[src/rtl/bit_serial_adder_if.sv]
// Handshake and operand/result bundle between a controller and bit_serial_adder.
interface bit_serial_adder_if #(
  parameter int WIDTH = 8
);
  logic             start;
  logic [WIDTH-1:0] a;
  logic [WIDTH-1:0] b;
  logic             cin;
  logic             busy;
  logic             done;
  logic [WIDTH-1:0] sum;
  logic             cout;

  modport master (
    output start, a, b, cin,
    input  busy, done, sum, cout
  );

  modport slave (
    input  start, a, b, cin,
    output busy, done, sum, cout
  );
endinterface

[src/rtl/bit_serial_adder.sv]
// Bit-serial adder: one full-adder cell plus a carry flop, LSB first,
// one operand bit per clock.
//
// state | meaning
// IDLE  | waiting for start; sum/cout hold the last result
// ADD   | shifting one bit pair per clock through the full adder
// DONE  | one-cycle result-valid pulse, then back to IDLE
module bit_serial_adder #(
  parameter int WIDTH = 8
) (
  input  logic              clk,
  input  logic              rst,
  bit_serial_adder_if.slave bus
);
  localparam int CW = (WIDTH > 2) ? $clog2(WIDTH) : 1;
  localparam logic [CW-1:0] LAST = CW'(WIDTH - 1);

  localparam logic [1:0] IDLE = 2'd0;
  localparam logic [1:0] ADD  = 2'd1;
  localparam logic [1:0] DONE = 2'd2;

  logic [1:0]       state;
  logic [WIDTH-1:0] a_sr;
  logic [WIDTH-1:0] b_sr;
  logic [WIDTH-1:0] sum_r;
  logic             carry;
  logic             cout_r;
  logic [CW-1:0]    count;

  logic fa_s;
  logic fa_co;

  // Full-adder cell on the current LSBs and the registered carry.
  always_comb begin
    fa_s  = a_sr[0] ^ b_sr[0] ^ carry;
    fa_co = (a_sr[0] & b_sr[0]) | (carry & (a_sr[0] ^ b_sr[0]));
  end

  // Sequencer, operand shifters, carry flop and result registers.
  always_ff @(posedge clk) begin
    if (rst) begin
      state  <= IDLE;
      a_sr   <= '0;
      b_sr   <= '0;
      sum_r  <= '0;
      carry  <= 1'b0;
      cout_r <= 1'b0;
      count  <= '0;
    end else begin
      case (state)
        IDLE: begin
          if (bus.start) begin
            a_sr  <= bus.a;
            b_sr  <= bus.b;
            carry <= bus.cin;
            sum_r <= '0;
            count <= '0;
            state <= ADD;
          end
        end
        ADD: begin
          carry <= fa_co;
          sum_r <= {fa_s, sum_r[WIDTH-1:1]};
          a_sr  <= {1'b0, a_sr[WIDTH-1:1]};
          b_sr  <= {1'b0, b_sr[WIDTH-1:1]};
          if (count == LAST) begin
            // Wrap rather than increment so count never passes WIDTH-1.
            count  <= '0;
            cout_r <= fa_co;
            state  <= DONE;
          end else begin
            count <= count + 1'b1;
          end
        end
        DONE: begin
          state <= IDLE;
        end
        default: begin
          state <= IDLE;
        end
      endcase
    end
  end

  // Status is decoded from registered state only.
  always_comb begin
    bus.busy = (state == ADD);
    bus.done = (state == DONE);
    bus.sum  = sum_r;
    bus.cout = cout_r;
  end
endmodule

[src/flat_wrapper.sv]
// flat-port wrapper written by rule: the top's interface ports become plain ports
module bit_serial_adder_flat 
#(
  parameter int WIDTH = 8
)
  (clk, rst, bus_start, bus_a, bus_b, bus_cin, bus_busy, bus_done, bus_sum, bus_cout);
  bit_serial_adder_if #(.WIDTH(WIDTH)) bus_i ();
  input  logic clk;
  input  logic rst;
  input wire logic [$bits(bus_i.start)-1:0] bus_start;
  input wire logic [$bits(bus_i.a)-1:0] bus_a;
  input wire logic [$bits(bus_i.b)-1:0] bus_b;
  input wire logic [$bits(bus_i.cin)-1:0] bus_cin;
  output wire logic [$bits(bus_i.busy)-1:0] bus_busy;
  output wire logic [$bits(bus_i.done)-1:0] bus_done;
  output wire logic [$bits(bus_i.sum)-1:0] bus_sum;
  output wire logic [$bits(bus_i.cout)-1:0] bus_cout;
  assign bus_i.start = bus_start;
  assign bus_i.a = bus_a;
  assign bus_i.b = bus_b;
  assign bus_i.cin = bus_cin;
  assign bus_busy = bus_i.busy;
  assign bus_done = bus_i.done;
  assign bus_sum = bus_i.sum;
  assign bus_cout = bus_i.cout;
  bit_serial_adder #(.WIDTH(WIDTH)) u_core (.clk(clk), .rst(rst), .bus(bus_i));
endmodule
[config.mk]
export PLATFORM = sky130hd
export DESIGN_NAME = bit_serial_adder_flat
export DESIGN_NICKNAME = d
export VERILOG_FILES = /design/src/rtl/bit_serial_adder_if.sv /design/src/rtl/bit_serial_adder.sv /design/src/flat_wrapper.sv
export SDC_FILE = /design/constraint.sdc
export NUM_CORES = 1
export LEC_CHECK = 0
export BUFFER_PORTS_ARGS = -buffer_cell sky130_fd_sc_hd__buf_2
export CAP_MARGIN = 20
export CORE_ASPECT_RATIO = 1.4
export CORE_MARGIN = 2
export CORE_UTILIZATION = 40
export CTS_CLUSTER_DIAMETER = 100
export DETAILED_ROUTE_END_ITERATION = 8
export GPL_ROUTABILITY_DRIVEN = 0
export PLACE_DENSITY_LB_ADDON = 0.3
export SYNTH_ARGS = -nofsm -noshare
export SYNTH_HDL_FRONTEND = slang
export SYNTH_SLANG_ARGS = --single-unit
[constraint.sdc]
create_clock -name clk -period 1.8 [get_ports clk]
set_clock_uncertainty 0.15 [all_clocks]
set_input_delay 0.36 -clock clk [delete_from_list [all_inputs] [get_ports clk]]
set_output_delay 0.36 -clock clk [all_outputs]
set_load 0.03 [all_outputs]
==> flow_summary.ini, run 1 <==
[hold_path]
hold_path_startpoint = bus_a[3]
hold_crit_endpoint = u_core.a_sr[3]$_SDFFE_PP0P_
timing.hold.worst_path_depth = 3
hp-class = in2reg

[critical_path]
worst_ep_required_time_ns = 1.29
arrival_ns = 1.15
worstSetupPathType = reg2out
worstRegToRegCells = 3
crit_slowest_cell = sky130_fd_sc_hd__dfxtp_1
critPathLaunchType = flop
wp_depth = 3
critical_path.reg2reg.startpoint = u_core.state[0]$_SDFFE_PP0P_
timing.critical_path.cells = nand2b_1 -> inv_2 -> buf_2
crit_path_end_kind = output port
crit_family = flip-flops
critical_path_peak_fanout = 6
timing.critical_path.slowest_cell_delay_ns = 0.35
cp.buffers_inverters = 2
r2r_setup_slk_ns = 0.24
regToRegEndpoint = u_core.b_sr[4]$_SDFFE_PP0P_

[routing]
drc = 0
routed-via-count = 1044
post_drt_wl_per_cell_um = 13.3
detail_route.iter0.violations = 27
final_antenna_net_count = 0
postRouteWirelength_um = 2690
detail_route.vias_per_cell = 5.17
firstDrtPassIters = 4

[global_route]
vias_in_the_first_global_route = 1033
number_of_antenna_violations_at_the_first_check_in_global_routing = 0
grt_remaining_overflow = 0
grt_usage_pct = 17.0
grt_max_degree = 32
grt_pass1_wl_um = 4630

[logic_synthesis]
yosysTopAreaCellShare_pct = 49.4
synthArstFlopShare_pct = 0
synthFlopType = sky130_fd_sc_hd__dfxtp_1
synth_cell_types = 29
synth-edff-count = 0
syn_inst = 132
post_synthesis_sequential_area_ratio_pct = 49.4
synth.top_cells.by_count = sky130_fd_sc_hd__dfxtp_1, sky130_fd_sc_hd__inv_1, sky130_fd_sc_hd__a211oi_1
synth.avg_cell_area_um2 = 9.52
yosys_register_bits = 31
synth_top_area_cell = sky130_fd_sc_hd__dfxtp_1
most_numerous_cell_in_the_yosys_netlist = sky130_fd_sc_hd__dfxtp_1
ys.warnings.count = 0
post_synth_main_area_contributors = sky130_fd_sc_hd__dfxtp_1, sky130_fd_sc_hd__a211oi_1, sky130_fd_sc_hd__o22ai_1, sky130_fd_sc_hd__inv_1, sky130_fd_sc_hd__a22oi_1
synth.net_count = 155
syn_area_um2 = 1260

[clock_tree]
tritoncts_num_sinks = 31
clock_tree.htree_level_count = 2
cts.repair_timing.setup_buffer_count = 0
clk_latency_ns = 0.28
cts_hold_buffers = 0
clk_pin_slew_worst_paths_ns = 0.07
cts_max_path_buffers = 2
cts_buffers = 5
clockRootBuffer = sky130_fd_sc_hd__clkbuf_8
cts_tree = done

[finish]
design.final.nets = 185
area_growth_pct = 22.3
finish.utilization_pct = 50.2
antenna_cells = 0
num-fill-cells = 300
post-route-cell-area_um2 = 1540
post_route_cells_drive_above_1_share_pct = 28.8

[floorplan]
core_area_um2 = 3060
die_width_um = 51.4
design.die.area_um2 = 3610
initial_utilization_pct = 41.0
die_y_um = 70.3
std_cell_rows = 24
io_pins = 31

[placement]
place.port_buffers = 30
placedInstanceArea_um2 = 1420
pre_cts_ws_ns = 0.122
dpl.hpwl_um = 1850

[timing]
finalCritPeriodShare_pct = 92.1
fin_tns_setup_ns = 0
setup_ws_ns = 0.142
grt_setup_unrepaired = false
max_clock_freq_mhz = 603
finalSetupViolCount = 0
actual_slew_at_the_worst_max_slew_pin_ns = 0.546
report.final.hold_viol_count = 0
shortest_period_the_worst_path_allows_ns = 1.66
worst_slew_margin_rel_pct = 63.6
drv_slew = 0

[outcome]
run_status = finished, final reports clean

[job]
max_cap_violations = 0

[power_and_ir_drop]
vdd_ir_drop_max_mv = 0.733
power.total_mw = 1.63
power_leakage_nw = 0.659
power_per_cell_area_nw_per_um2 = 1060
## metrics by stage
step | hold slack (ns) | std cells
final | 0.238 | 202
after global routing | 0.252 | 202
after CTS | 0.224 | 202
after detailed placement | 0.297 | 194
after global placement | 0.294 | 194
after floorplan | 0.284 | 132
## worst max path at each step
| stage | start | to |
|---|---|---|
| 3_3_place_gp | bus_start | u_core.b_sr[0]$_SDFFE_PP0P_ |
| 6_report | u_core.state[1]$_SDFFE_PP0P_ | bus_busy |
| 5_1_grt | u_core.state[1]$_SDFFE_PP0P_ | bus_busy |
| 3_5_place_dp | bus_start | u_core.b_sr[4]$_SDFFE_PP0P_ |
| 4_1_cts | u_core.state[1]$_SDFFE_PP0P_ | bus_busy |
| 2_1_floorplan | u_core.state[0]$_SDFFE_PP0P_ | bus_busy |
## final cells by class
class	instances	area, um^2	area share (%)
timing repair buffer	34	180	11.7
inverter	18	67.6	4.40
clock inverter	2	35.0	2.28
clock buffer	6	82.6	5.37
tap	39	48.8	3.18
sequential	31	622	40.5
multi-input combinational	72	500	32.6
## worst reg2reg max path: cells and delay by family, from the launching register on
family           cells  cell delay (ns)
AND/OR/NAND/NOR      1             0.61
AO/OA/AOI/OAI        2             0.29
flip-flops           1             0.37
## state kept, by name, summed over array words and instances (netlist names)
signal / flops
u_core.bus.cout: 1
u_core.bus.sum: 8
u_core.state: 2
u_core.carry: 1
u_core.a_sr: 8
u_core.count: 3
u_core.b_sr: 8
## kinds of logic after synthesis
kind of cell             count (synthesis)  share of synthesized area [%]
AO/OA/AOI/OAI                           47                           26.8
flip-flops                              31                           49.4
buffers and inverters                   29                           11.1
AND/OR/NAND/NOR                         22                           9.16
adder cells (fa/ha/maj)                  3                           3.59
## repair_timing
| action | in CTS | in global routing |
|---|---|---|
| resized for setup | 1 | 1 |
| endpoints found under the setup margin | 1 | 1 |
| hold endpoints to repair | 0 | 0 |
| cloned | 0 | 0 |
## power breakdown
part / internal (mW) / switching (mW) / leakage, nW / total (mW)
registers: 0.726 / 0.0221 / 0.255 / 0.748
logic: 0.0782 / 0.0994 / 0.343 / 0.178
clock network: 0.447 / 0.258 / 0.0612 / 0.706
## cells in the final DEF, fill, tap and decap left out, types with 2 or more instances in the layout
cell type	instances
sky130_fd_sc_hd__inv_1	17
sky130_fd_sc_hd__buf_4	4
sky130_fd_sc_hd__nor2_1	11
sky130_fd_sc_hd__clkbuf_8	6
sky130_fd_sc_hd__a22oi_1	8
sky130_fd_sc_hd__ha_1	2
sky130_fd_sc_hd__a21oi_1	3
sky130_fd_sc_hd__a211oi_1	16
sky130_fd_sc_hd__buf_2	30
sky130_fd_sc_hd__and2b_1	2
sky130_fd_sc_hd__o22ai_1	14
sky130_fd_sc_hd__dfxtp_1	30
sky130_fd_sc_hd__nor3_1	2
## routing by layer
metal / GRT usage [%] / part of all wire [%]
met2: 26.6 / 50
met1: 20.8 / 44
met5: 0 / 0
met4: 7.02 / 0.45
met3: 6.20 / 5.5
Note: power is estimated with default switching activity, not from simulation.
==> run 2: changes to the inputs <==
- ABC_CLOCK_PERIOD_IN_PS: default -> 1800
- SETUP_SLACK_MARGIN: default -> 0.5
==> run 2 against run 1 <==
Compared with the run above: combinational power rose by 31%; sequential power is 1% higher; flip-flop and latch count unchanged; final area increased by 15%; via count grew 5.9%; worst setup slack gained 0.18 ns; power down 8.6%; register-to-register slack improved by 0.15 ns; clock power shrank 29%; first-iteration DRC count did not move; non-clock buffer count up 6; maximum frequency up 12%; largest power group unchanged.
==> flow_summary.ini, run 2 (synthesized netlist as in run 1, its figures left out) <==
[finish]
layout_commonest_cell = sky130_fd_sc_hd__buf_2
antenna_cells = 0
area_growth_pct = 41.0
post_route_cells_drive_above_1_share_pct = 50.3
post-route-cell-area_um2 = 1770
top_library_cells_by_usage_in_the_layout_fill_and_taps_aside = sky130_fd_sc_hd__buf_2, sky130_fd_sc_hd__dfxtp_1, sky130_fd_sc_hd__a211oi_1, sky130_fd_sc_hd__inv_1, sky130_fd_sc_hd__buf_6
finish.utilization_pct = 57.8
design.final.nets = 191

[floorplan]
core_area_um2 = 3060
std_cell_rows = 24
die_y_um = 70.3
io_pins = 31
design.die.area_um2 = 3610
initial_utilization_pct = 41.0
die_width_um = 51.4

[power_and_ir_drop]
vdd_ir_drop_max_mv = 0.667
power_leakage_nw = 0.716
power_frac_comb_pct = 15.7
power_per_cell_area_nw_per_um2 = 842
seq_power_share_pct = 50.7
power_report.internal_total_mw = 1.11
p_sw_mw = 0.379
share_clk_of_total_power_pct = 33.6
p_sw_share_pct = 25.4

[global_route]
vias_in_the_first_global_route = 1102
grt_max_degree = 32
grt_usage_pct = 17.2
grt_pass1_wl_um = 4740
number_of_antenna_violations_at_the_first_check_in_global_routing = 0
grt_remaining_overflow = 0

[clock_tree]
cts_max_path_buffers = 2
cts_buffers = 5
cts_tree = done
clk_latency_ns = 0.27
clk_pin_slew_worst_paths_ns = 0.06
tritoncts_num_sinks = 31
clock_tree.htree_level_count = 2
clockRootBuffer = sky130_fd_sc_hd__clkbuf_8

[critical_path]
crit_slowest_cell = sky130_fd_sc_hd__dfxtp_4
wp_depth = 2
critical_path_peak_fanout = 5
crit_path_end_kind = output port
critPathLaunchType = flop
critical_path.reg2reg.startpoint = u_core.a_sr[0]$_SDFFE_PP0P_
regToRegEndpoint = u_core.bus.sum[7]$_SDFFE_PP0P_
timing.critical_path.cells = and2b_1 -> buf_6
worstRegToRegCells = 4
r2r_setup_slk_ns = 0.39
timing.critical_path.slowest_cell_delay_ns = 0.38
arrival_ns = 0.97
worstSetupPathType = reg2out
worst_ep_required_time_ns = 1.29
crit_family = flip-flops
cp.buffers_inverters = 1

[timing]
finalSetupViolCount = 0
actual_slew_at_the_worst_max_slew_pin_ns = 0.577
max_clock_freq_mhz = 677
fin_tns_setup_ns = 0
grt_setup_unrepaired = true
drv_slew = 0
report.final.hold_viol_count = 0
worst_slew_margin_rel_pct = 61.6
finalCritPeriodShare_pct = 82.0
shortest_period_the_worst_path_allows_ns = 1.48

[hold_path]
hold_path_startpoint = bus_a[4]
hp-class = in2reg
hold_crit_endpoint = u_core.a_sr[4]$_SDFFE_PP0P_
timing.hold.worst_path_depth = 3

[routing]
post_drt_wl_per_cell_um = 14.5
detail_route.iter0.violations = 27
routed-via-count = 1106
postRouteWirelength_um = 3010
drc = 0
final_antenna_net_count = 0
detail_route.vias_per_cell = 5.32
firstDrtPassIters = 3

[outcome]
run_status = finished, final reports clean

[placement]
place.port_buffers = 30
placedInstanceArea_um2 = 1510
dpl.hpwl_um = 1980

[job]
max_cap_violations = 0
## run 2: cell count changes in the layout (fill, tap and decap cells not counted), moves of 3 or more
cell,previous run,this run
sky130_fd_sc_hd__dfxtp_1,30,17
sky130_fd_sc_hd__o22ai_1,14,3
sky130_fd_sc_hd__buf_6,0,14
sky130_fd_sc_hd__buf_4,4,7
sky130_fd_sc_hd__buf_2,30,19
sky130_fd_sc_hd__o22ai_2,0,11
sky130_fd_sc_hd__dfxtp_2,1,13
## run 2: worst reg2reg max path, delay by kind of cell (launching register included)
kind,cells,cell delay [ns]
compound gates,1,0.13
fa+ha+maj,1,0.58
buf+inv,1,0.04
flops,1,0.33
simple gates,1,0.05
## run 2: how the worst max path moves through the flow
| stage | from | to | slack [ns] |
|---|---|---|---|
| after detailed placement | bus_start | u_core.a_sr[3]$_SDFFE_PP0P_ | 0.23 |
| after CTS | u_core.state[0]$_SDFFE_PP0P_ | bus_done | 0.31 |
| after global routing | u_core.state[0]$_SDFFE_PP0P_ | bus_done | 0.29 |
| after global placement | bus_start | u_core.a_sr[0]$_SDFFE_PP0P_ | 0.28 |
| final | u_core.state[0]$_SDFFE_PP0P_ | bus_done | 0.32 |
| after floorplan | bus_start | u_core.a_sr[6]$_SDFFE_PP0P_ | 0.42 |
## run 2: stage by stage
stage / cells / power (mW) / hold slack (ns) / setup slack [ns]
final: 208 / 1.49 / 0.236 / 0.323
after global routing: 208 / 1.55 / 0.246 / 0.289
after CTS: 208 / 1.49 / 0.232 / 0.306
after detailed placement: 196 / 0.967 / 0.303 / 0.234
after global placement: 196 / 0.957 / 0.295 / 0.283
after floorplan: 132 / 0.911 / 0.282 / 0.422
## run 2: power groups by stage
stage / clock [mW] / combinational (mW) / sequential (mW)
finish: 0.501 / 0.234 / 0.756
global route: 0.538 / 0.256 / 0.758
CTS: 0.516 / 0.223 / 0.755
detailed placement: 0 / 0.200 / 0.766
global placement: 0 / 0.193 / 0.765
floorplan: 0 / 0.147 / 0.764
## run 2: cell type report
type	count	area (um^2)
fillers	283	1290
flip-flops and latches	31	641
multi-input cells	72	628
repair buffers	40	305
clock buffers	7	76.3
inverters	18	67.6
well taps	39	48.8
clock inverters	1	5.00
## run 2: timing repair
item,4_1_cts,5_1_grt
endpoints found under the setup margin,39,32
setup buffers,4,0
pin swaps,8,4
gates resized for setup,40,10
hold buffers,0,0
## run 2: layer usage
| metal | track usage (%) | part of all wire [%] | vias up |
|---|---|---|---|
| met4 | 7.02 | 1.2 | 0 |
| li1 | - | - | 540 |
| met1 | 18.8 | 42 | 535 |
| met2 | 29.9 | 51 | 27 |
| met3 | 5.34 | 5.2 | 4 |
| met5 | 0 | 0 | - |
==> run 3: changes to the inputs <==
- ABC_CLOCK_PERIOD_IN_PS: 1800 -> 1360
- clock period: 1.8 -> 1.36 ns (I/O delays scaled with it)
==> run 3 against run 2 <==
Compared with the run above: register-to-register slack got worse by 0.48 ns; via count increased by 14%; worst setup slack got worse by 0.47 ns; critical endpoint unchanged; global-route usage increased by 5.9 points; sequential share of layout area decreased by 7.7 points; hold slack got worse by 0.096 ns; final area increased by 28%; the flow now finishes with violations (setup timing); cell count increased by 12%; highest routed layer unchanged; non-clock buffer count increased by 25.
==> flow_summary.ini, run 3 (synthesized netlist as in run 1, its figures left out) <==
[critical_path]
critical_path_peak_fanout = 4
crit_path_end_kind = output port
critPathLaunchType = flop
arrival_ns = 1.09
worst_ep_required_time_ns = 0.94
timing.critical_path.cells = buf_6 -> and2b_2 -> buf_6
critical_path.reg2reg.startpoint = u_core.state[0]$_SDFFE_PP0P_
timing.critical_path.slowest_cell_delay_ns = 0.37
crit_slowest_cell = sky130_fd_sc_hd__dfxtp_4
setup.worst_path.start = u_core.state[0]$_SDFFE_PP0P_
worstSetupPathType = reg2out
cp_common_cell = sky130_fd_sc_hd__buf_6

[routing]
postRouteWirelength_um = 4230
route.met2.wl_um = 2380
final_antenna_net_count = 0
detail_route.vias_per_cell = 5.43
post_drt_wl_per_cell_um = 18.2
detail_route.iter0.violations = 29
route.met3.wl_um = 158
drc = 0
wl_met1_um = 1610
firstDrtPassIters = 4
routed-via-count = 1266
highest_layer = met4

[finish]
area_growth_pct = 80.3
antenna_cells = 0
finish.utilization_pct = 73.9
design.final.nets = 216
post_route_cells_drive_above_1_share_pct = 71.6
layout_commonest_cell = sky130_fd_sc_hd__buf_4
top_library_cells_by_usage_in_the_layout_fill_and_taps_aside = sky130_fd_sc_hd__buf_4, sky130_fd_sc_hd__buf_2, sky130_fd_sc_hd__dfxtp_1

[timing]
finalCritPeriodShare_pct = 111
shortest_period_the_worst_path_allows_ns = 1.51
whs_ns = 0.140
report.final.hold_viol_count = 0
grt_setup_unrepaired = true
setup_ws_ns = -0.150
finalSetupViolCount = 32
max_clock_freq_mhz = 662
actual_slew_at_the_worst_max_slew_pin_ns = 0.735
drv_slew = 0
worst_slew_margin_rel_pct = 51.0

[floorplan]
io_pins = 31
std_cell_rows = 24
die_width_um = 51.4
core_area_um2 = 3060
initial_utilization_pct = 41.0
design.die.area_um2 = 3610
die_y_um = 70.3

[placement]
dpl.hpwl_um = 1960
pre_cts_ws_ns = -0.0984
place.port_buffers = 30

[outcome]
violations = setup timing
run_status = complete, but fails checks

[global_route]
vias_in_the_first_global_route = 1287
grt_usage_pct = 23.1
grt_pass1_wl_um = 6110
grt_max_degree = 32
grt_remaining_overflow = 0
number_of_antenna_violations_at_the_first_check_in_global_routing = 0

[clock_tree]
tritoncts_num_sinks = 31
cts_buffers = 5
clockRootBuffer = sky130_fd_sc_hd__clkbuf_8
cts_max_path_buffers = 2
clock_tree.htree_level_count = 2
clk_pin_slew_worst_paths_ns = 0.07
cts_hold_buffers = 0
cts_tree = done
clk_latency_ns = 0.29

[hold_path]
hp-class = in2reg
hold_path_startpoint = bus_b[2]

[job]
max_cap_violations = 0

[power_and_ir_drop]
power_per_cell_area_nw_per_um2 = 1030
vdd_ir_drop_max_mv = 0.910
power_leakage_nw = 0.902
==> run 3: changes by cell type in the layout (fill, tap and decap cells not counted), moves of 4 or more <==
cell | previous run | this run
sky130_fd_sc_hd__a22oi_1 | 6 | 0
sky130_fd_sc_hd__buf_12 | 0 | 4
sky130_fd_sc_hd__o22ai_4 | 0 | 7
sky130_fd_sc_hd__o22ai_2 | 11 | 7
sky130_fd_sc_hd__buf_8 | 0 | 5
sky130_fd_sc_hd__buf_4 | 7 | 23
sky130_fd_sc_hd__a211oi_2 | 0 | 10
sky130_fd_sc_hd__a211oi_1 | 16 | 6
sky130_fd_sc_hd__a22oi_2 | 2 | 8
==> run 3: layer usage <==
| layer | GRT usage [%] | up-vias |
|---|---|---|
| met1 | 24.4 | 621 |
| met4 | 9.94 | 0 |
| met5 | 0 | - |
| met3 | 7.05 | 7 |
| li1 | - | 600 |
| met2 | 40.9 | 38 |
==> run 3: through the flow <==
stage	instances	power [mW]	area, um^2	TNS [ns]
3_5_place_dp	201	1.30	1590	-0.592
5_1_grt	233	2.41	2260	-3.19
6_report	233	2.33	2260	-2.26
2_1_floorplan	132	1.22	1390	-0.0132
4_1_cts	227	2.23	2100	-1.09
3_3_place_gp	201	1.29	1590	-0.218
==> run 3: layout make-up <==
cell class	count	area [um^2]
well taps	39	48.8
clock buffers	8	100
flip-flops and latches	31	644
inverters	18	70.1
repair buffers	65	597
fillers	211	798
multi-input cells	72	805
==> run 3: path summary, 6_finish.rpt <==
check | endpoint | slack, ns | cells after the start
max | bus_done | -0.15 | 3
min | u_core.b_sr[2]$_SDFFE_PP0P_ | 0.14 | 3
max reg2reg | u_core.a_sr[2]$_SDFFE_PP0P_ | -0.09 | 4
min reg2reg | u_core.b_sr[5]$_SDFFE_PP0P_ | 0.32 | 2
==> run 3: report_power, final <==
part           switching [mW]  leakage, nW  internal, mW  total, mW
sequential             0.0437        0.262         0.961       1.00
clock                   0.348       0.0515         0.462      0.809
combinational           0.244        0.589         0.273      0.517
total                   0.636        0.902          1.70       2.33
==> run 3: repair_timing <==
action                     4_1_cts  5_1_grt
pin swaps                       27        9
setup buffers                   15        6
cloned                           3        0
setup endpoints to repair       42       42
resized for setup               65       24
==> run 3: critical path, delay by kind of cell, from the launching register on <==
kind          cells  cell delay (ns)
flops             1             0.37
simple gates      1             0.21
buf+inv           2             0.22
